$ cat config.mk
export PLATFORM = sky130hd
export DESIGN_NAME = decoder_seq
export DESIGN_NICKNAME = d
export VERILOG_FILES = /design/src/rtl/decoder_seq.sv
export SDC_FILE = /design/constraint.sdc
export NUM_CORES = 1
export LEC_CHECK = 0
export BUFFER_PORTS_ARGS = -buffer_cell sky130_fd_sc_hd__buf_2
export CAP_MARGIN = 30
export CORE_ASPECT_RATIO = 1.75
export CORE_MARGIN = 2
export CORE_UTILIZATION = 40
export DETAILED_ROUTE_END_ITERATION = 8
export SYNTH_ARGS = -nofsm -noshare
export SYNTH_HDL_FRONTEND = slang
export SYNTH_SLANG_ARGS = --single-unit
export TNS_END_PERCENT = 5
$ cat constraint.sdc
create_clock -name clk -period 1.7 [get_ports clk]
set_input_delay 0.255 -clock clk [delete_from_list [all_inputs] [get_ports clk]]
set_output_delay 0.255 -clock clk [all_outputs]
set_load 0.01 [all_outputs]
$ cat src/rtl/decoder_seq.sv
// Binary-to-word decoder with one-hot, thermometer and multi-beat scan modes.
// Latency: one cycle from accept to out_valid; scan emits target+1 beats.
// Backpressure: out_ready low freezes the held beat; in_ready follows out_ready in HOLD, low in SCAN.
//
// Ports:
//   clk, rst_n          clock, asynchronous active-low reset
//   in_valid, in_ready  request handshake; binary/mode sampled on accept
//   binary [N-1:0]      index to decode
//   mode [1:0]          00 one-hot, 01 thermometer, 10 scan, 11 illegal
//   out_valid, out_ready  output beat handshake
//   one_hot [2**N-1:0]  decoded word, zero whenever out_valid is low
//   busy                high while a scan sequence is running
//   err                 sticky flag, set by an illegal-mode request
module decoder_seq #(
    parameter int N = 4
) (
    input  logic                clk,
    input  logic                rst_n,
    input  logic                in_valid,
    output logic                in_ready,
    input  logic [N-1:0]        binary,
    input  logic [1:0]          mode,
    output logic                out_valid,
    input  logic                out_ready,
    output logic [(1<<N)-1:0]   one_hot,
    output logic                busy,
    output logic                err
);

    localparam int W = 1 << N;

    localparam logic [1:0] MODE_ONEHOT  = 2'b00;
    localparam logic [1:0] MODE_THERM   = 2'b01;
    localparam logic [1:0] MODE_SCAN    = 2'b10;
    localparam logic [1:0] MODE_ILLEGAL = 2'b11;

    typedef enum logic [1:0] {
        IDLE = 2'b00,
        HOLD = 2'b01,
        SCAN = 2'b10
    } state_t;

    state_t         state_q, state_d;
    logic [W-1:0]   oh_q, oh_d;
    logic [N-1:0]   idx_q, idx_d;
    logic [N-1:0]   target_q, target_d;
    logic [N-1:0]   idx_inc;
    logic           err_q, err_d;
    // Low through reset and for the first edge after it, so in_ready only
    // rises once the block has seen a clock out of reset.
    logic           ready_q;
    logic           accept;
    logic           take;

    assign out_valid = (state_q != IDLE);
    assign take      = out_valid & out_ready;
    assign idx_inc   = idx_q + 1'b1;
    assign busy      = (state_q == SCAN);
    assign err       = err_q;
    // The register is already cleared on entry to IDLE; the gate makes the
    // zero-when-invalid property hold structurally.
    assign one_hot   = out_valid ? oh_q : '0;

    always_ff @(posedge clk or negedge rst_n) begin
        if (!rst_n) begin
            state_q  <= IDLE;
            oh_q     <= '0;
            idx_q    <= '0;
            target_q <= '0;
            err_q    <= 1'b0;
            ready_q  <= 1'b0;
        end else begin
            state_q  <= state_d;
            oh_q     <= oh_d;
            idx_q    <= idx_d;
            target_q <= target_d;
            err_q    <= err_d;
            ready_q  <= 1'b1;
        end
    end

    always_comb begin
        state_d  = state_q;
        oh_d     = oh_q;
        idx_d    = idx_q;
        target_d = target_q;
        err_d    = err_q;
        in_ready = 1'b0;
        accept   = 1'b0;

        case (state_q)
            IDLE:    in_ready = ready_q;
            HOLD:    in_ready = out_ready;
            default: in_ready = 1'b0;
        endcase

        accept = in_valid & in_ready;

        // An accept in HOLD always coincides with the held beat being taken,
        // so loading the new request here gives back-to-back beats.
        if (accept) begin
            case (mode)
                MODE_ONEHOT: begin
                    oh_d         = '0;
                    oh_d[binary] = 1'b1;
                    state_d      = HOLD;
                end
                MODE_THERM: begin
                    for (int i = 0; i < W; i++) begin
                        oh_d[i] = (i <= int'(binary));
                    end
                    state_d = HOLD;
                end
                MODE_SCAN: begin
                    target_d = binary;
                    idx_d    = '0;
                    oh_d     = {{(W-1){1'b0}}, 1'b1};
                    state_d  = SCAN;
                end
                MODE_ILLEGAL: begin
                    oh_d    = '0;
                    err_d   = 1'b1;
                    state_d = HOLD;
                end
                default: begin
                    oh_d    = '0;
                    state_d = HOLD;
                end
            endcase
        end else if (take) begin
            if ((state_q == SCAN) && (idx_q != target_q)) begin
                idx_d          = idx_inc;
                oh_d           = '0;
                oh_d[idx_inc]  = 1'b1;
            end else begin
                state_d = IDLE;
                oh_d    = '0;
            end
        end
    end

endmodule

==> results.json <==
{
  "synthToLayoutAreaGrowth_pct": 22.36,
  "synthFlopType": "dfrtp_1",
  "overflow": 0,
  "synth-seq-area-share_pct": 35.38,
  "holdWs_ps": -25.63,
  "cp_max_fo": 7,
  "yosysWarnings": 0,
  "p_clk_share_pct": 17.4,
  "rsz0062_at_grt": "yes",
  "post_dp_cell_area_sq_um": 2318,
  "floorplan.rows": 33,
  "ir_worst_vdd_v": 0.0006542,
  "synth-edff-count": 0,
  "antenna_found_initial": 0,
  "syn_area_per_cell_sq_um": 9.127,
  "power_density_nw_per_um2": 993.2,
  "hp-class": "in -> async",
  "tritoncts": "yes",
  "drc_errors": 0,
  "violations": "hold timing",
  "arrival_ps": 1830,
  "ios": 30,
  "finalSetupViolations": 0,
  "n_fill_cell": 477,
  "fin_crit_sh_pct": 97.61,
  "crit_path_end_kind": "flop",
  "status": "complete, but fails checks",
  "critPathKind": "reg -> reg",
  "root_buffer": "clkbuf_8",
  "ctsHoldBuffers": 0,
  "path_clk_slew_ps": 100,
  "p_int_mw": 1.510,
  "vias_per_cell": 5.570,
  "ys_top_cells_by_area": "dfrtp_1, ha_1, and2_1",
  "synth_most_common_cell": "dfrtp_1",
  "combPwrFrac_pct": 43.6,
  "diodes": 0,
  "dpl.cell_count": 311,
  "hold_violations": 28,
  "wire_per_inst_um": 16.39,
  "p_sw_share_pct": 37.27,
  "ys_ff_latch": 28,
  "fin_cells": 316,
  "grt_pass1_wl_mm": 8.487,
  "final_nets": 285,
  "dp_hpwl_mm": 4.082,
  "cts_buffer_depth": 2,
  "grt_pass1_vias": 1755,
  "critPathLaunchType": "flop",
  "die_w_um": 57.20,
  "postLayoutCoreUtil_pct": 51.49,
  "rr_worst_depth": 5,
  "leakagePower_nw": 1.121,
  "track_usage_pct": 19.50,
  "synth_cell_types": 53,
  "ant_nets": 0,
  "fin_area_sq_um": 2424,
  "maxCapViolations": 0,
  "yosysTopAreaCellShare_pct": 35.38,
  "p_switching_uw": 897.2,
  "wirelength_mm": 5.179,
  "dr.pass1.iters": 5,
  "start_util_pct": 42.08,
  "fin_skew_ps": 5.230,
  "cts_buffers": 3,
  "period_needed_ps": 1659,
  "relSlewSlack_pct": 59.53,
  "crit_required_ps": 1870,
  "synth.largest_area_cell": "dfrtp_1",
  "drtIter0Drc": 46,
  "vias": 1760,
  "drive_above_1_share_pct": 31.06,
  "die_h_um": 97.09,
  "htree_levels": 1,
  "synth_area_sq_um": 1981,
  "die-area_sq_um": 5553,
  "synth_common_cells": "dfrtp_1, and2_1, nor2_1",
  "insertion_delay_ps": 280,
  "syn_inst": 217,
  "clkSinkCount": 28,
  "io_buffers": 29,
  "async_flop_share_pct": 100.0,
  "max_freq_mhz": 602.7,
  "slew_violations": 0,
  "synth_fp_nets": 237,
  "grt_max_degree": 29,
  "worstMarginPinSlew_ps": 607.0,
  "place_congestion": 0.9676,
  "pwr-share-seq_pct": 39.0,
  "design.core.area_sq_um": 4707
}
## area by class of cell
class	instances	area (sq um)	share of cell area, %
clock buffers	4	55.05	2.272
inverters	10	37.54	1.549
multi-input cells	167	1216	50.18
flip-flops and latches	28	705.7	29.12
well taps	52	65.06	2.685
repair buffers	55	344.1	14.20
## kinds of logic after synthesis
kind of cell	synth area share (%)
fa+ha+maj	6.317
buf+inv	4.927
flops	35.38
xor+xnor	1.769
mux	5.622
other cells	0.1893
simple gates	24.51
compound gates	21.29
## power by group through the flow
stage	sequential (mW)	clock [mW]	combinational (mW)
final	0.940	0.418	1.05
after global routing	0.968	0.453	1.15
after CTS	0.932	0.435	1.01
after detailed placement	0.951	0	0.990
after global placement	0.943	0	0.992
after floorplan	0.937	0	0.621
## path summary, 6_finish.rpt
path	start	to	slack, ps
min in group clk	out_ready	state_q[0]$_DFFE_PN0P_	230
max in group asynchronous	rst_n	idx_q[0]$_DFFE_PN0P_	1290
worst min-delay path	rst_n	ready_q$_DFF_PN0_	-30
worst min register to register	err$_DFFE_PN0P_	err$_DFFE_PN0P_	460
worst max register to register	idx_q[1]$_DFFE_PN0P_	oh_q[14]$_DFFE_PN0P_	40
worst max-delay path	idx_q[1]$_DFFE_PN0P_	oh_q[14]$_DFFE_PN0P_	40
## state kept, by name, indices dropped and copies added, names as in the netlist
| signal | flops |
|---|---|
| err | 1 |
| idx_q | 4 |
| oh_q | 16 |
| ready_q | 1 |
| state_q | 2 |
| target_q | 4 |
## cells in the final DEF, fill, tap and decap left out, types with 5 or more instances in the layout
cell type and count:
nand2_1 10, nand3_1 5, mux2_2 5, and2_1 17
nor2_1 16, dfrtp_1 24, o21ai_0 9, ha_1 9
nor2b_1 5, nand2b_1 5, a21oi_1 10, inv_1 10
buf_4 25, buf_2 29, a31oi_1 6
## worst max-delay path, cell delays in order, from the launching register on
cell and delay, ps:
dfrtp_2 450, xnor2_1 280, a41oi_1 150, buf_4 190, and2_1 180, a221o_1 310
## per-layer routing
metal / share of wire [%] / global-route usage [%] / up-vias
met5: 0 / 0 / -
met4: 4.1 / 10.91 / 0
met3: 3.5 / 1.598 / 16
met2: 54 / 34.84 / 50
met1: 38 / 21.90 / 814
li1: - / - / 880
## what timing repair did
item,in CTS,in global routing
setup buffers,2,0
endpoints found under the setup margin,17,4
pin swaps,0,1
resized for setup,4,9
## stage by stage
step	power, mW	TNS, ps	setup WS, ps
floorplan	1.559	0	25.34
global placement	1.935	0	15.82
detailed placement	1.942	0	8.810
CTS	2.376	0	18.53
global route	2.575	-259.2	-65.74
finish	2.407	0	40.68
Note: power is estimated with default switching activity, not from simulation.
